**src/rtl/cdb_arbiter_pkg.sv**
```systemverilog
// Shared backend types for the CDB arbiter slice: execution-unit count,
// ROB/PRF index widths and the broadcast packet layout.
package backend_types;

    localparam int unsigned NUM_EU         = 4;
    localparam int unsigned ROB_ADDR_WIDTH = 5;
    localparam int unsigned PRF_ADDR_WIDTH = 6;
    localparam int unsigned XLEN           = 32;
    localparam int unsigned EU_IDX_W       = $clog2(NUM_EU);

    typedef enum logic [EU_IDX_W-1:0] {
        EU_INT = 2'd0,
        EU_MUD = 2'd1,
        EU_BRA = 2'd2,
        EU_MEM = 2'd3
    } eu_id_e;

    typedef struct packed {
        logic [ROB_ADDR_WIDTH-1:0] rob_id;
        logic [PRF_ADDR_WIDTH-1:0] pd;
        logic [XLEN-1:0]           result;
        logic [EU_IDX_W-1:0]       src;
    } cdb_pkt_t;

endpackage

```
**src/rtl/cdb_arbiter_if.sv**
```systemverilog
// Requester handshake, flush and CDB broadcast bundle; the arbiter takes the
// slave side, the execution units / bench take the master side.
interface cdb_arbiter_if
    import backend_types::*;
#(
    parameter int unsigned NUM_REQ    = NUM_EU,
    parameter int unsigned DATA_WIDTH = 32
) ();

    localparam int unsigned SRC_W = (NUM_REQ > 1) ? $clog2(NUM_REQ) : 1;

    logic [NUM_REQ-1:0]                     req_valid;
    logic [NUM_REQ-1:0]                     req_ready;
    logic [NUM_REQ-1:0][ROB_ADDR_WIDTH-1:0] req_rob_id;
    logic [NUM_REQ-1:0][PRF_ADDR_WIDTH-1:0] req_pd;
    logic [NUM_REQ-1:0][DATA_WIDTH-1:0]     req_result;
    logic                                   flush;

    logic                      cdb_valid;
    logic [ROB_ADDR_WIDTH-1:0] cdb_rob_id;
    logic [PRF_ADDR_WIDTH-1:0] cdb_pd;
    logic [DATA_WIDTH-1:0]     cdb_result;
    logic [SRC_W-1:0]          cdb_src;

    modport master (
        output req_valid, req_rob_id, req_pd, req_result, flush,
        input  req_ready, cdb_valid, cdb_rob_id, cdb_pd, cdb_result, cdb_src
    );

    modport slave (
        input  req_valid, req_rob_id, req_pd, req_result, flush,
        output req_ready, cdb_valid, cdb_rob_id, cdb_pd, cdb_result, cdb_src
    );

endinterface

```
**src/rtl/cdb_arbiter_rr_arbiter.sv**
```systemverilog
// Round-robin pick: first set request at or after ptr_i, wrapping; returns a
// one-hot grant, the winner index and whether anything was granted.
module rr_arbiter #(
    parameter int unsigned NUM_REQ = 4,
    parameter int unsigned IDX_W   = 2
) (
    input  logic [NUM_REQ-1:0] req_i,
    input  logic [IDX_W-1:0]   ptr_i,
    output logic [NUM_REQ-1:0] grant_o,
    output logic [IDX_W-1:0]   idx_o,
    output logic               any_o
);

    int unsigned      pos;
    logic [IDX_W-1:0] sel;

    always_comb begin
        grant_o = '0;
        idx_o   = '0;
        any_o   = 1'b0;
        pos     = 0;
        sel     = '0;
        for (int unsigned k = 0; k < NUM_REQ; k++) begin
            pos = {{(32-IDX_W){1'b0}}, ptr_i} + k;
            if (pos >= NUM_REQ) begin
                pos = pos - NUM_REQ;
            end
            sel = IDX_W'(pos);
            if (!any_o && req_i[sel]) begin
                any_o        = 1'b1;
                idx_o        = sel;
                grant_o[sel] = 1'b1;
            end
        end
    end

endmodule

```
**src/rtl/cdb_arbiter.sv**
```systemverilog
// Common data bus arbiter: round-robin selection of one finished result per
// cycle onto registered cdb_* outputs. Optional macro CDB_ARB_SKID_EN adds a
// one-entry skid buffer per requester (registered ready, 2-cycle latency).
module cdb_arbiter
    import backend_types::*;
#(
    parameter int unsigned NUM_REQ    = NUM_EU,
    parameter int unsigned DATA_WIDTH = 32
) (
    input logic          clk,
    input logic          rst,
    cdb_arbiter_if.slave bus
);

    localparam int unsigned SRC_W = (NUM_REQ > 1) ? $clog2(NUM_REQ) : 1;

    logic [NUM_REQ-1:0]        cand;
    logic [NUM_REQ-1:0]        grant;
    logic [SRC_W-1:0]          win_idx;
    logic                      win_any;
    logic [ROB_ADDR_WIDTH-1:0] win_rob_id;
    logic [PRF_ADDR_WIDTH-1:0] win_pd;
    logic [DATA_WIDTH-1:0]     win_result;

    logic [SRC_W-1:0]          rr_ptr_q, rr_ptr_d;
    logic                      cdb_valid_q, cdb_valid_d;
    logic [ROB_ADDR_WIDTH-1:0] cdb_rob_id_q, cdb_rob_id_d;
    logic [PRF_ADDR_WIDTH-1:0] cdb_pd_q, cdb_pd_d;
    logic [DATA_WIDTH-1:0]     cdb_result_q, cdb_result_d;
    logic [SRC_W-1:0]          cdb_src_q, cdb_src_d;

    rr_arbiter #(
        .NUM_REQ (NUM_REQ),
        .IDX_W   (SRC_W)
    ) u_rr_arbiter (
        .req_i   (cand),
        .ptr_i   (rr_ptr_q),
        .grant_o (grant),
        .idx_o   (win_idx),
        .any_o   (win_any)
    );

`ifdef CDB_ARB_SKID_EN
    logic [NUM_REQ-1:0]                     full_q, full_d;
    logic [NUM_REQ-1:0]                     accept;
    logic [NUM_REQ-1:0][ROB_ADDR_WIDTH-1:0] skid_rob_id_q, skid_rob_id_d;
    logic [NUM_REQ-1:0][PRF_ADDR_WIDTH-1:0] skid_pd_q, skid_pd_d;
    logic [NUM_REQ-1:0][DATA_WIDTH-1:0]     skid_result_q, skid_result_d;

    // Entries compete for the bus; a slot granted this cycle reopens next cycle.
    always_comb begin
        cand          = full_q & {NUM_REQ{~bus.flush}};
        bus.req_ready = ~full_q & {NUM_REQ{~(rst | bus.flush)}};
        accept        = bus.req_valid & bus.req_ready;
        full_d        = (full_q & ~grant) | accept;
        skid_rob_id_d = skid_rob_id_q;
        skid_pd_d     = skid_pd_q;
        skid_result_d = skid_result_q;
        for (int unsigned i = 0; i < NUM_REQ; i++) begin
            if (accept[i]) begin
                skid_rob_id_d[i] = bus.req_rob_id[i];
                skid_pd_d[i]     = bus.req_pd[i];
                skid_result_d[i] = bus.req_result[i];
            end
        end
        if (bus.flush) begin
            full_d = '0;
        end
        win_rob_id = skid_rob_id_q[win_idx];
        win_pd     = skid_pd_q[win_idx];
        win_result = skid_result_q[win_idx];
    end

    always_ff @(posedge clk) begin
        if (rst) begin
            full_q        <= '0;
            skid_rob_id_q <= '0;
            skid_pd_q     <= '0;
            skid_result_q <= '0;
        end else begin
            full_q        <= full_d;
            skid_rob_id_q <= skid_rob_id_d;
            skid_pd_q     <= skid_pd_d;
            skid_result_q <= skid_result_d;
        end
    end
`else
    // Masking candidates during reset/flush keeps every ready low in those cycles.
    always_comb begin
        cand          = bus.req_valid & {NUM_REQ{~(rst | bus.flush)}};
        bus.req_ready = grant;
        win_rob_id    = bus.req_rob_id[win_idx];
        win_pd        = bus.req_pd[win_idx];
        win_result    = bus.req_result[win_idx];
    end
`endif

    always_comb begin
        rr_ptr_d     = rr_ptr_q;
        cdb_valid_d  = win_any;
        cdb_rob_id_d = cdb_rob_id_q;
        cdb_pd_d     = cdb_pd_q;
        cdb_result_d = cdb_result_q;
        cdb_src_d    = cdb_src_q;
        if (win_any) begin
            cdb_rob_id_d = win_rob_id;
            cdb_pd_d     = win_pd;
            cdb_result_d = win_result;
            cdb_src_d    = win_idx;
            rr_ptr_d     = (win_idx == SRC_W'(NUM_REQ - 1)) ? '0 : win_idx + SRC_W'(1);
        end
    end

    always_ff @(posedge clk) begin
        if (rst) begin
            rr_ptr_q     <= '0;
            cdb_valid_q  <= 1'b0;
            cdb_rob_id_q <= '0;
            cdb_pd_q     <= '0;
            cdb_result_q <= '0;
            cdb_src_q    <= '0;
        end else begin
            rr_ptr_q     <= rr_ptr_d;
            cdb_valid_q  <= cdb_valid_d;
            cdb_rob_id_q <= cdb_rob_id_d;
            cdb_pd_q     <= cdb_pd_d;
            cdb_result_q <= cdb_result_d;
            cdb_src_q    <= cdb_src_d;
        end
    end

    assign bus.cdb_valid  = cdb_valid_q;
    assign bus.cdb_rob_id = cdb_rob_id_q;
    assign bus.cdb_pd     = cdb_pd_q;
    assign bus.cdb_result = cdb_result_q;
    assign bus.cdb_src    = cdb_src_q;

endmodule
```
**src/flat_wrapper.sv**
```systemverilog
// flat-port wrapper written by rule: the top's interface ports become plain ports
module cdb_arbiter_flat import backend_types::*;
#(
    parameter int unsigned NUM_REQ    = NUM_EU,
    parameter int unsigned DATA_WIDTH = 32
)
  (clk, rst, bus_req_valid, bus_req_rob_id, bus_req_pd, bus_req_result, bus_flush, bus_req_ready, bus_cdb_valid, bus_cdb_rob_id, bus_cdb_pd, bus_cdb_result, bus_cdb_src);
  cdb_arbiter_if #(.NUM_REQ(NUM_REQ), .DATA_WIDTH(DATA_WIDTH)) bus_i ();
  input logic clk;
  input logic rst;
  input wire logic [$bits(bus_i.req_valid)-1:0] bus_req_valid;
  input wire logic [$bits(bus_i.req_rob_id)-1:0] bus_req_rob_id;
  input wire logic [$bits(bus_i.req_pd)-1:0] bus_req_pd;
  input wire logic [$bits(bus_i.req_result)-1:0] bus_req_result;
  input wire logic [$bits(bus_i.flush)-1:0] bus_flush;
  output wire logic [$bits(bus_i.req_ready)-1:0] bus_req_ready;
  output wire logic [$bits(bus_i.cdb_valid)-1:0] bus_cdb_valid;
  output wire logic [$bits(bus_i.cdb_rob_id)-1:0] bus_cdb_rob_id;
  output wire logic [$bits(bus_i.cdb_pd)-1:0] bus_cdb_pd;
  output wire logic [$bits(bus_i.cdb_result)-1:0] bus_cdb_result;
  output wire logic [$bits(bus_i.cdb_src)-1:0] bus_cdb_src;
  assign bus_i.req_valid = bus_req_valid;
  assign bus_i.req_rob_id = bus_req_rob_id;
  assign bus_i.req_pd = bus_req_pd;
  assign bus_i.req_result = bus_req_result;
  assign bus_i.flush = bus_flush;
  assign bus_req_ready = bus_i.req_ready;
  assign bus_cdb_valid = bus_i.cdb_valid;
  assign bus_cdb_rob_id = bus_i.cdb_rob_id;
  assign bus_cdb_pd = bus_i.cdb_pd;
  assign bus_cdb_result = bus_i.cdb_result;
  assign bus_cdb_src = bus_i.cdb_src;
  cdb_arbiter #(.NUM_REQ(NUM_REQ), .DATA_WIDTH(DATA_WIDTH)) u_core (.clk(clk), .rst(rst), .bus(bus_i));
endmodule
```
**config.mk**
```make
export PLATFORM = sky130hd
export DESIGN_NAME = cdb_arbiter_flat
export DESIGN_NICKNAME = d
export VERILOG_FILES = /design/src/rtl/cdb_arbiter_pkg.sv /design/src/rtl/cdb_arbiter_if.sv /design/src/rtl/cdb_arbiter_rr_arbiter.sv /design/src/rtl/cdb_arbiter.sv /design/src/flat_wrapper.sv
export SDC_FILE = /design/constraint.sdc
export NUM_CORES = 1
export LEC_CHECK = 0
export BUFFER_PORTS_ARGS = -buffer_cell sky130_fd_sc_hd__buf_2
export CAP_MARGIN = 20
export CORE_MARGIN = 5
export CORE_UTILIZATION = 39
export DETAILED_ROUTE_END_ITERATION = 8
export GPL_TIMING_DRIVEN = 0
export PLACE_DENSITY = 0.85
export SKIP_LAST_GASP = 1
export SLEW_MARGIN = 10
export SYNTH_ARGS = -nofsm -noshare
export SYNTH_HDL_FRONTEND = slang
export SYNTH_HIERARCHICAL = 1
export SYNTH_SLANG_ARGS = --single-unit
```
**constraint.sdc**
```tcl
create_clock -name clk -period 2.92 [get_ports clk]
set_input_delay 0.292 -clock clk [delete_from_list [all_inputs] [get_ports clk]]
set_output_delay 0.292 -clock clk [all_outputs]
set_load 0.01 [all_outputs]
```
# After elaboration in Yosys (flattened, before gate mapping)
# Index checks and enable logic that the tools add are counted.
# Widths: inputs -> output; s select.
[op_classes]
addsub = 8
n_mul = 0
n_div = 0
order_cmp = 13
n_eq_ne = 1
shift = 0
muxes = 39
bitwise_logic = 6
n_reduce_logical = 10
[ops]
columns = ["cell", "count"]
rows = [
  ["$bmux 32 s2", 1],
  ["$mux 32", 1],
  ["$mux 2", 9],
  ["$mux 4", 4],
  ["$lt 2x3->1 const B", 5],
  ["$bmux 6 s2", 1],
  ["$mux 1", 12],
  ["$or 4x4->4", 3],
  ["$bmux 5 s2", 1],
  ["$ge 3x3->1 const B", 3],
  ["$bmux 1 s2", 4],
  ["$demux 1 s2", 4],
  ["$ge 2x1->1 const B", 4],
  ["$sub 2x1->2 const B", 4],
  ["$logic_and 1x1->1", 7],
  ["$add 2x2->3 const B", 2],
  ["$mux 6", 1],
  ["$mux 5", 1],
  ["$and 4x4->4", 1],
  ["$add 2x1->3 const B", 1],
  ["$ge 2x3->1 const B", 1],
  ["$logic_not 1->1", 3],
  ["$add 2x1->2 const B", 1],
  ["$eq 2x2->1 const B", 1],
  ["other kinds (2)", 2],
]
[word_totals]
ff_bits = 48
latch_bits = 0
mem_bits_rw = 0
rom_bits = 0
out_inout_bits = 50
word_cells = 83
n_memories = 0

# Depth between registers and ports, before layout
# Gate-level depths: netlist (run 1).
[depth]
word_depth = 17
mapped_depth = 14

# Modules after synthesis
# The synthesis (run 1) kept the hierarchy.
[by_module_without_submodules]
columns = ["mod", "n_inst", "cells_per_inst", "area_per_inst_um2"]
rows = [
  ["cdb_arbiter", 1, 267, 3141.8],
  ["rr_arbiter", 1, 45, 421.7],
]

# Worst setup path before layout (run 1)
# No wires, ideal clock.
[synth_path]
kind = "input to register"
startpoint = "in rst"
endpoint = "reg u_core.cdb_pd_q[0], in the netlist u_core/bus.cdb_pd[0]"
setup_time_ns = 0.079
arrival_time_ns = 3.004
required_time_ns = 2.841
path_slack_ns = -0.162
path_stages = 13
path_cell_list = "clkbuf_1 > buf_2 > nor2_1 > and2_1 > mux4_2 > buf_6 > nor4b_4 > nor2_1 > a32o_1 > or3b_1 > buf_6 > buf_6 > o221ai_2"
[synth_between]
elab_chain_len = 17
[synth_lines]
columns = ["element", "line", "source"]
rows = [
  ["from (decl)", "flat_wrapper.sv:10", "input logic rst;"],
  ["$or 1x1->1 (*)", "cdb_arbiter.sv:90", "cand = bus.req_valid & {NUM_REQ{~(rst | bus.flush)}};"],
  ["$not 1->1 (*)", "cdb_arbiter.sv:90", ""],
  ["$and 4x4->4 (*)", "cdb_arbiter.sv:90", ""],
  ["via u_core.cand[2]", "cdb_arbiter.sv:17", "logic [NUM_REQ-1:0] cand;"],
  ["$bmux 1 s2", "cdb_arbiter_rr_arbiter.sv:29", "if (!any_o && req_i[sel]) begin"],
  ["$mux 1 (not written as such)", "cdb_arbiter_rr_arbiter.sv:29", ""],
  ["$mux 1", "cdb_arbiter_rr_arbiter.sv:29", ""],
  ["$logic_not 1->1", "cdb_arbiter_rr_arbiter.sv:29", ""],
  ["[3 not listed]", "n/a", ""],
  ["$logic_and 1x1->1", "cdb_arbiter_rr_arbiter.sv:29", ""],
  ["$mux 1", "cdb_arbiter_rr_arbiter.sv:29", ""],
  ["$logic_not 1->1", "cdb_arbiter_rr_arbiter.sv:29", ""],
  ["$logic_and 1x1->1", "cdb_arbiter_rr_arbiter.sv:29", ""],
  ["$mux 2 (*)", "cdb_arbiter_rr_arbiter.sv:29", ""],
  ["via u_core.win_idx[1]", "cdb_arbiter.sv:19", "logic [SRC_W-1:0] win_idx;"],
  ["$bmux 6 s2 (*)", "cdb_arbiter.sv:93", "win_pd = bus.req_pd[win_idx];"],
  ["$mux 6 (not written as such) (*)", "cdb_arbiter.sv:93", ""],
  ["to (signal assigned)", "cdb_arbiter.sv:126", "cdb_pd_q <= cdb_pd_d;"],
  ["to (decl)", "cdb_arbiter.sv:28", "logic [PRF_ADDR_WIDTH-1:0] cdb_pd_q, cdb_pd_d;"],
]
# The timed path passes the listed nets; every way through them passes the cells marked *. The select of a mux whose other input is x is not followed.
# A chain may end at the register's enable or synchronous reset.

# Worst setup path after layout (run 1)
[layout_path]
startpoint = "reg u_core.rr_ptr_q[0]"
endpoint = "reg u_core.cdb_result_q[11], in the netlist u_core/bus.cdb_result[11]"
[layout_between]
elab_chain_len = 16
[layout_lines]
columns = ["element", "line", "source"]
rows = [
  ["from (decl)", "cdb_arbiter.sv:25", "logic [SRC_W-1:0] rr_ptr_q, rr_ptr_d;"],
  ["from (signal assigned)", "cdb_arbiter.sv:123", "rr_ptr_q <= rr_ptr_d;"],
  ["parallel branches: the longest is 13 deep, another holds $add 2x1->3", "n/a", ""],
  ["$mux 2 (*)", "cdb_arbiter_rr_arbiter.sv:29", ""],
  ["via u_core.win_idx[0]", "cdb_arbiter.sv:19", ""],
  ["$bmux 32 s2 (*)", "cdb_arbiter.sv:94", "win_result = bus.req_result[win_idx];"],
  ["$mux 32 (not written as such) (*)", "cdb_arbiter.sv:94", ""],
  ["to (signal assigned)", "cdb_arbiter.sv:127", "cdb_result_q <= cdb_result_d;"],
  ["to (decl)", "cdb_arbiter.sv:29", "logic [DATA_WIDTH-1:0] cdb_result_q, cdb_result_d;"],
]
# Mark *: on every way through the listed nets, which the timed path passes. The select of a mux whose other input is x is not followed.

==> metrics.yaml, run 1 <==
placement:
  place_inst: 648
  post-dp-hpwl_mm: 9.84
  io_buffers: 228
  post-place-ws_ns: -0.654
  globalplace.congestion: 0.819
worst_hold_path:
  hold_class: "primary input to flop"
setup_path:
  r2r_setup_slack_ns: 0.1
  r2r_cells: 12
  crit_arrival_ns: 3.00
  r2r_start: "u_core/rr_ptr_q[0]"
  crit_path_end: "u_core/bus.cdb_result[11]"
  worstSetupStartpoint: "u_core/rr_ptr_q[0]"
  worstPathRequired_ns: 3.10
  cp_max_fo: 10
  r2r_end: "u_core/bus.cdb_result[11]"
  crit_type: "flop to flop"
  end_kind: "flop"
  worst_setup_path_start_kind: "flop"
clock_tree:
  cts_tree: "yes"
  hold_buffers: 0
  clock-sinks: 48
  insertion_delay_ns: 0.29
  cts_htree_levels: 2
  cts_buffer_depth: 2
  clkSlewWorstSetupHoldPaths_ns: 0.09
  root_buffer: "clkbuf_8"
  cts_made_buffers: 5
timing:
  fmax_mhz: 354
  fin_crit_sh_pct: 96.7
  period_minus_slack_ns: 2.82
  relSlewSlack_pct: 70.6
  hold_violations: 0
  clock_skew_ns: 0.00761
  final_max_slew_viol_count: 0
  setup_ws_ns: 0.0970
  finalSetupViolCount: 0
  timing.hold.ws_ns: 0.304
  worst_pin_slew_ns: 0.440
drt:
  ant_nets: 0
  drt_iter0_markers: 117
  met3_length_um: 882
  drc: 0
  vias: 3617
  wl_met1_mm: 4.72
  drt-vias-per-instance: 5.41
  first_pass_iters: 4
  wl_per_cell_um: 18.7
  drt_wl_total_mm: 12.5
  wl_met2_mm: 6.75
  top_layer: "met4"
floorplan:
  rows: 34
  coreArea_um2: 8810
  start_util_pct: 40.5
  die_area_um2: 11100
  die_h_um: 106
  fp.dieW_um: 106
  io_pins: 229
finish:
  fin_cells: 669
  multi_input_area_um2: 2460
  diodes: 0
  area_growth_syn_to_layout_pct: 46.0
  fillerInstances: 758
  final_common_cell: "buf_2"
  drive_gt1_share_pct: 67.6
  final_cell_mix: "buf_2, mux2i_1, dfxtp_1"
  ff_latch_area_um2: 968
  final_nets: 745
run:
  max_cap_viol_count: 0
global_route:
  grt_max_degree: 14
  grt_pass1_vias: 3863
  grt_first_pass_wirelength_mm: 19.2
  gr-total-overflow: 0
  grt_antenna_before_repair: 0
  globalRouteTotalUtil_pct: 21.1
yosys:
  async_reset_ff_share_pct: 0
  yosysWarningCount: 6
  postSynthCellCount: 312
  synth_edf_count: 0
  synth.avg_cell_area_um2: 11.4
  synth.net_count: 497
  yosysSeqAreaShare_pct: 27.0
  synth-main-ff-cell: "dfxtp_1"
  synth_area_um2: 3560
  synth-seq-cells: 48
  ys_types: 30
power:
  seq_power_share_pct: 25.0
  power_frac_clock_pct: 11.2
  switching_power_mw: 1.50
  p_int_mw: 2.21
  power_density_nw_per_um2: 712
  p_leak_nw: 2.36
  swShare_pct: 40.4
  ir_drop_v: 0.000323
  power_frac_comb_pct: 63.7
run_status:
  outcome: "finished clean"
[logic make-up (layout without fill, tap and decap cells)]
family | Yosys count | count (layout) | synth area share, %
muxes | 96 | 96 | 28.6
and+or+nand+nor | 66 | 66 | 15.2
AOI/OAI and AO/OA | 61 | 61 | 21.1
DFF | 48 | 48 | 27.0
buffers and inverters | 35 | 284 | 6.07
adders and majority gates | 6 | 6 | 2.11
[through the flow]
stage	setup TNS (ns)	cell area [um^2]	utilization (%)	total power [mW]
6_report	0	5200	59.1	3.70
5_1_grt	-0.0751	5200	59.1	3.94
4_1_cts	0	5040	57.3	3.58
3_5_place_dp	-24.25	4860	55.2	3.06
3_3_place_gp	-22.59	4860	55.2	3.00
2_1_floorplan	0	3580	-	2.43
[per-layer routing]
metal	vias up	track usage [%]
li1	1738	-
met1	1722	24.8
met2	145	38.9
met3	12	5.01
met4	0	4.44
met5	-	0
[Yosys cell counts, types with 2 or more instances]
| cell type | n | area share (%) |
|---|---|---|
| mux4_1 | 2 | 1.5 |
| a22oi_1 | 8 | 1.7 |
| mux4_2 | 2 | 1.3 |
| and2_1 | 4 | 0.70 |
| buf_6 | 8 | 2.5 |
| o21ai_0 | 5 | 0.70 |
| or3b_2 | 39 | 9.6 |
| buf_2 | 14 | 2.0 |
| clkbuf_1 | 8 | 0.84 |
| or3b_1 | 6 | 1.5 |
| ha_1 | 6 | 2.1 |
| inv_1 | 3 | 0.32 |
| nor2b_1 | 2 | 0.35 |
| o221ai_2 | 40 | 17 |
| mux2i_1 | 91 | 26 |
| dfxtp_1 | 48 | 27 |
| nand2b_1 | 3 | 0.53 |
| o221ai_1 | 4 | 0.98 |
| buf_4 | 2 | 0.42 |
| nor2_1 | 7 | 0.74 |
[worst min-delay path by stage]
stage | startpoint | endpoint | slack, ns | cells past startpoint
2_1_floorplan | u_core/rr_ptr_q[0] | u_core/rr_ptr_q[0] | 0.48 | 2
3_3_place_gp | u_core/bus.cdb_src[0] | u_core/bus.cdb_src[0] | 0.47 | 2
3_5_place_dp | u_core/bus.cdb_src[0] | u_core/bus.cdb_src[0] | 0.49 | 2
4_1_cts | bus_req_pd[12] | u_core/bus.cdb_pd[0] | 0.30 | 3
5_1_grt | bus_req_pd[12] | u_core/bus.cdb_pd[0] | 0.30 | 3
6_report | bus_req_result[3] | u_core/bus.cdb_result[3] | 0.30 | 3
[repair_timing]
item | in CTS | in global routing
setup buffers | 2 | 11
endpoints found under the setup margin | 45 | 44
resized for setup | 24 | 25
pin swaps | 1 | 1
endpoints found under the hold margin | 0 | 0
[registers in the layout, summed over array words and instances (netlist names)]
register / cells
u_core/bus.cdb_result: 32
u_core/bus.cdb_pd: 6
u_core/bus.cdb_rob_id: 5
u_core/bus.cdb_src: 2
u_core/rr_ptr_q: 2
u_core/bus.cdb_valid: 1
[layout make-up]
type	instances	area share [%]
Multi-Input combinational cell	229	47.3
Buffer	32	5.60
Inverter	3	0.289
Sequential cell	48	18.6
Timing Repair Buffer	241	23.9
Tap cell	108	2.60
Clock buffer	8	1.73
[worst max-delay path, cell delays in order, from the launching register on]
cell and delay (ns):
dfxtp_4 0.39, buf_8 0.09, buf_4 0.15, mux4_2 0.51, buf_6 0.16, and2b_2 0.27
o21ai_0 0.11, o31ai_2 0.10, buf_4 0.24, buf_12 0.14, buf_12 0.15, mux2i_2 0.26
o221ai_2 0.12
[power groups by stage]
| stage | clock [mW] | combinational [mW] | sequential, mW |
|---|---|---|---|
| after detailed placement | 0 | 2.12 | 0.937 |
| after CTS | 0.429 | 2.22 | 0.930 |
| final | 0.415 | 2.36 | 0.928 |
| after floorplan | 0 | 1.42 | 1.01 |
| after global routing | 0.457 | 2.53 | 0.952 |
| after global placement | 0 | 2.07 | 0.931 |
(Power assumes the default switching activity.)
==> run 2, diff against run 1 <==
--- a/config.mk
+++ b/config.mk
@@ -9,9 +9,11 @@
 export CAP_MARGIN = 20
 export CORE_MARGIN = 5
 export CORE_UTILIZATION = 39
+export CTS_CLUSTER_DIAMETER = 150
 export DETAILED_ROUTE_END_ITERATION = 8
 export GPL_TIMING_DRIVEN = 0
 export PLACE_DENSITY = 0.85
+export SETUP_SLACK_MARGIN = 0.5
 export SKIP_LAST_GASP = 1
 export SLEW_MARGIN = 10
 export SYNTH_ARGS = -nofsm -noshare
==> run 2 against run 1 <==
Net effect:
- global-route usage grew 0.25 points
- combinational power grew 10%
- cell area grew 4.7%
- final cell count grew 0.15%
- first-iteration DRC count shrank 22%
- count of clock-buffer cells in the layout shrank 1
- critical path type unchanged
==> metrics.yaml, run 2 (same netlist as run 1, synthesis figures left out) <==
drt:
  ant_nets: 0  # unchanged
  vias: 3635  # +0.50%
  drt-vias-per-instance: 5.43  # +0.35%
  drt_wl_total_mm: 12.6  # +0.99%
  drc: 0  # unchanged
  drt_iter0_markers: 91  # -22%
  first_pass_iters: 4  # unchanged
  wl_per_cell_um: 18.8  # +0.84%
finish:
  diodes: 0  # unchanged
  final_cell_mix: "buf_2, mux2i_1, dfxtp_1"
  largest_reg_flops: 32  # unchanged
  fin_util_pct: 61.9  # +2.8 points
  final_nets: 747  # +0.27%
  fin_area_um2: 5450  # +4.7%
  area_growth_syn_to_layout_pct: 52.8
  final_common_cell: "buf_2"
  drive_gt1_share_pct: 70.3  # +2.7 points
setup_path:
  cp_max_fo: 10  # unchanged
  worstPathRequired_ns: 3.10  # about the same
  end_kind: "flop"
  crit_arrival_ns: 2.90  # -0.10 ns
  worst_setup_path_start_kind: "flop"
  crit_type: "flop to flop"
floorplan:
  start_util_pct: 40.5  # unchanged
  coreArea_um2: 8810  # unchanged
  die_area_um2: 11100  # unchanged
  die_h_um: 106  # unchanged
  io_pins: 229  # unchanged
  rows: 34  # unchanged
  fp.dieW_um: 106  # unchanged
clock_tree:
  clkSlewWorstSetupHoldPaths_ns: 0.09  # about the same
  cts_htree_levels: 2  # unchanged
  hold_buffers: 0  # unchanged
  insertion_delay_ns: 0.30  # about the same
  cts_buffer_depth: 2  # unchanged
  cts_tree: "yes"
  root_buffer: "clkbuf_8"
  clock-sinks: 48  # unchanged
  cts_made_buffers: 5  # unchanged
worst_hold_path:
  hold_class: "primary input to flop"
timing:
  fin_crit_sh_pct: 93.0  # -3.7 points
  final.setup.tns_ns: 0  # unchanged
  relSlewSlack_pct: 73.3  # +2.7 points
  rsz0062_at_grt: "true"
  timing.hold.ws_ns: 0.281  # -0.0226 ns
  clock_skew_ns: 0.00452  # -0.00309 ns
  final_max_slew_viol_count: 0  # unchanged
  period_minus_slack_ns: 2.72  # -0.107 ns
  fmax_mhz: 368  # +3.9%
  finalSetupViolCount: 0  # unchanged
  worst_pin_slew_ns: 0.400  # -0.0404 ns
  hold_violations: 0  # unchanged
placement:
  io_buffers: 228  # unchanged
  placed_cell_area_um2: 4900  # +0.95%
  globalplace.congestion: 0.821  # +0.26%
  post-dp-hpwl_mm: 9.72  # -1.3%
power:
  power_density_nw_per_um2: 725  # +1.9%
  finalPower_mw: 3.95  # +6.7%
  ir_drop_v: 0.000329  # +1.8%
  p_leak_nw: 2.44  # +3.3%
global_route:
  gr-total-overflow: 0  # unchanged
  grt_max_degree: 14  # unchanged
  grt_first_pass_wirelength_mm: 19.5  # +1.6%
  grt_pass1_vias: 3996  # +3.4%
  globalRouteTotalUtil_pct: 21.3  # +0.25 points
  grt_antenna_before_repair: 0  # unchanged
run:
  max_cap_viol_count: 0  # unchanged
run_status:
  outcome: "finished clean"
==> run 2: area by class of cell <==
class / instances / area, um^2
Tap cell: 108 / 135
Multi-Input combinational cell: 229 / 2570
Clock buffer: 7 / 96.3
Inverter: 3 / 13.8
Sequential cell: 48 / 968
Buffer: 32 / 350
Timing Repair Buffer: 243 / 1310
Fill cell: 754 / 3360
==> run 2: timing repair <==
action                                  CTS  global route
gates cloned                              1             0
resized for setup                        58            22
pin swaps                                 2             4
buffers inserted                         14             0
endpoints found under the setup margin   52            51
==> run 2: critical path, stage by stage (launching register included) <==
cell and delay, ns:
dfxtp_4 0.37, buf_8 0.11, inv_4 0.04, ha_4 0.26
mux4_2 0.30, buf_6 0.15, and2b_2 0.27, o21ai_4 0.07
o31ai_4 0.07, buf_4 0.22, buf_12 0.13, buf_12 0.15
mux2i_2 0.29, o221ai_4 0.14
==> run 2: power breakdown <==
part / total (mW) / switching [mW] / internal [mW]
clock: 0.433 / 0.221 / 0.211
sequential: 0.918 / 0.0794 / 0.839
combinational: 2.60 / 1.28 / 1.32
==> run 2: worst paths after layout <==
path	startpoint	end	slack, ns	depth (start not counted)
max	u_core/rr_ptr_q[0]	u_core/bus.cdb_result[23]	0.20	13
min	bus_req_result[89]	u_core/bus.cdb_result[25]	0.28	3
max reg2reg	u_core/rr_ptr_q[0]	u_core/bus.cdb_result[23]	0.20	13
min reg2reg	u_core/bus.cdb_src[0]	u_core/bus.cdb_src[0]	0.52	2
==> run 2: metrics by stage <==
| step | cells | setup WS, ns |
|---|---|---|
| 2_1_floorplan | 312 | 0.112 |
| 3_3_place_gp | 648 | -0.498 |
| 3_5_place_dp | 648 | -0.602 |
| 4_1_cts | 670 | 0.200 |
| 5_1_grt | 670 | 0.0978 |
| 6_report | 670 | 0.204 |
==> run 2: per-layer routing <==
layer | track usage, % | routed length [um]
met4 | 6.11 | 236
met1 | 24.9 | 4770
met5 | 0 | 0
met3 | 4.22 | 874
met2 | 39.5 | 6720
==> run 3, diff against run 2 <==
--- a/config.mk
+++ b/config.mk
@@ -11,7 +11,7 @@
 export CORE_UTILIZATION = 39
 export CTS_CLUSTER_DIAMETER = 150
 export DETAILED_ROUTE_END_ITERATION = 8
-export GPL_TIMING_DRIVEN = 0
+export GPL_TIMING_DRIVEN = 1
 export PLACE_DENSITY = 0.85
 export SETUP_SLACK_MARGIN = 0.5
 export SKIP_LAST_GASP = 1
==> run 3 against run 2 <==
Net effect:
- worst setup slack got worse by 0.0070 ns
- cell area rose by 4.9%
- largest cell class unchanged
- die area did not move
- register-to-register slack barely moved
- critical endpoint unchanged
==> metrics.yaml, run 3 (same netlist as run 1, synthesis figures left out) <==
clock_tree:
  clkSlewWorstSetupHoldPaths_ns: 0.09  # about the same
  cts_made_buffers: 5  # unchanged
  clock-sinks: 48  # unchanged
  root_buffer: "clkbuf_8"
  cts_tree: "yes"
  cts_htree_levels: 2  # unchanged
  cts_buffer_depth: 2  # unchanged
  insertion_delay_ns: 0.30  # about the same
drt:
  drc: 0  # unchanged
  ant_nets: 0  # unchanged
  drt-vias-per-instance: 5.62  # +3.6%
  drt_iter0_markers: 140  # +54%
  first_pass_iters: 5  # +1
  wl_per_cell_um: 20.7  # +10%
  vias: 3762  # +3.5%
  drt_wl_total_mm: 13.9  # +9.9%
setup_path:
  r2r_end: "u_core/bus.cdb_result[23]"
  worstPathRequired_ns: 3.14  # +0.04 ns
  r2r_cells: 9  # -4
  r2r_setup_slack_ns: 0.20  # about the same
  crit_arrival_ns: 2.94  # +0.04 ns
  cp_max_fo: 17  # +7
  crit_type: "flop to flop"
  end_kind: "flop"
  r2r_start: "u_core/rr_ptr_q[0]"
  worst_setup_path_start_kind: "flop"
timing:
  rsz0062_at_grt: "true"
  relSlewSlack_pct: 68.2  # -5.1 points
  final_max_slew_viol_count: 0  # unchanged
  worst_pin_slew_ns: 0.477  # +0.0768 ns
  finalSetupViolCount: 0  # unchanged
  hold_violations: 0  # unchanged
  clock_skew_ns: 0.00629  # +0.00177 ns
  period_minus_slack_ns: 2.72  # +0.00704 ns
  timing.hold.ws_ns: 0.288  # +0.00672 ns
  fmax_mhz: 367  # -0.26%
  setup_ws_ns: 0.197  # -0.00704 ns
  final.setup.tns_ns: 0  # unchanged
  fin_crit_sh_pct: 93.3  # +0.24 points
finish:
  fillerInstances: 651  # -14%
  largest_reg_flops: 32  # unchanged
  final_common_cell: "buf_2"
  final_cell_mix: "buf_2, mux2i_1, dfxtp_1"
  multi_input_area_um2: 2690  # +4.5%
  ff_latch_area_um2: 968  # unchanged
  drive_gt1_share_pct: 75.7  # +5.4 points
  area_growth_syn_to_layout_pct: 60.3
  final_nets: 744  # -0.40%
run_status:
  outcome: "finished clean"
placement:
  post-dp-hpwl_mm: 9.06  # -6.8%
  globalplace.congestion: 0.849  # +3.4%
  post-place-ws_ns: 0.0144  # +0.616 ns
  io_buffers: 228  # unchanged
power:
  ir_drop_v: 0.000331  # +0.67%
  power_density_nw_per_um2: 775  # +6.8%
  p_leak_nw: 2.51  # +3.1%
global_route:
  grt_antenna_before_repair: 1  # +1
  gr-total-overflow: 0  # unchanged
  grt_first_pass_wirelength_mm: 21.1  # +7.8%
  grt_max_degree: 51  # +37
  grt_pass1_vias: 4104  # +2.7%
  globalRouteTotalUtil_pct: 23.3  # +1.9 points
floorplan:
  io_pins: 229  # unchanged
  start_util_pct: 40.5  # unchanged
  die_area_um2: 11100  # unchanged
  rows: 34  # unchanged
  die_h_um: 106  # unchanged
  fp.dieW_um: 106  # unchanged
  coreArea_um2: 8810  # unchanged
run:
  max_cap_viol_count: 0  # unchanged
worst_hold_path:
  whs_endpoint: "u_core/bus.cdb_result[25]"
  hold_class: "primary input to flop"
  holdPathStages: 3  # unchanged
  worstHoldStart: "bus_req_result[89]"
==> run 3: cell types whose count changed in the layout (fill, tap and decap cells not counted), sizes merged <==
cell	delta
bufinv	+1
buf	+3
clkbuf	-7
diode	+1
clkinv	+1
==> run 3: worst max path at each step <==
stage	cells after the start	slack, ns	from	end
detailed placement	10	0.01	rst	u_core/bus.cdb_result[31]
finish	9	0.20	u_core/rr_ptr_q[0]	u_core/bus.cdb_result[23]
global placement	10	0.14	rst	u_core/bus.cdb_pd[5]
floorplan	13	0.11	rst	u_core/bus.cdb_pd[0]
CTS	9	0.36	u_core/rr_ptr_q[1]	u_core/bus.cdb_result[31]
global route	9	0.15	u_core/rr_ptr_q[0]	u_core/bus.cdb_result[22]
==> run 3: metal layers <==
metal / wire length (um) / GRT usage, % / part of all wire (%) / vias to the layer above
met5: 0 / 0 / 0 / -
met4: 485 / 8.70 / 3.5 / 0
met3: 1050 / 4.71 / 7.6 / 38
met2: 7340 / 42.5 / 53 / 208
met1: 4980 / 26.7 / 36 / 1782
li1: - / - / - / 1734
==> run 3: power by group <==
part	leakage (nW)	switching [mW]	total (mW)	internal [mW]
clock	0.0552	0.232	0.487	0.255
combinational	2.06	1.39	3.01	1.61
sequential	0.396	0.0926	0.932	0.839
total	2.51	1.72	4.43	2.71
==> run 3: layout make-up <==
class                           instances  area share [%]
Antenna cell                            1          0.0438
Clock buffer                            6            1.27
Clock inverter                          2           0.613
Inverter                                3           0.285
Multi-Input combinational cell        229            47.1
Sequential cell                        48            17.0
Tap cell                              108            2.37
Timing Repair Buffer                  272            31.4
==> run 3: through the flow <==
stage	instance area (um^2)	std cells	util [%]	power (mW)
after floorplan	3630	312	-	2.46
after global placement	4850	632	55.1	2.93
after detailed placement	4850	632	55.1	3.01
after CTS	5590	666	63.5	4.29
after global routing	5710	669	64.9	4.65
final	5710	669	64.9	4.43
==> run 3: worst max-delay path: stages, from the launching register on <==
cell,delay [ns]
dfxtp_4,0.39
inv_4,0.05
ha_4,0.28
mux4_2,0.37
nor4b_4,0.39
nor2_1,0.10
a32o_2,0.27
or3b_4,0.45
buf_12,0.18
o221ai_2,0.15
==> run 3: repair_timing <==
action	4_1_cts	5_1_grt
hold endpoints to repair	0	0
gates resized for setup	72	21
pin swaps	4	4
gates cloned	6	1
endpoints found under the setup margin	50	49
buffers inserted	20	1
hold buffers	0	0
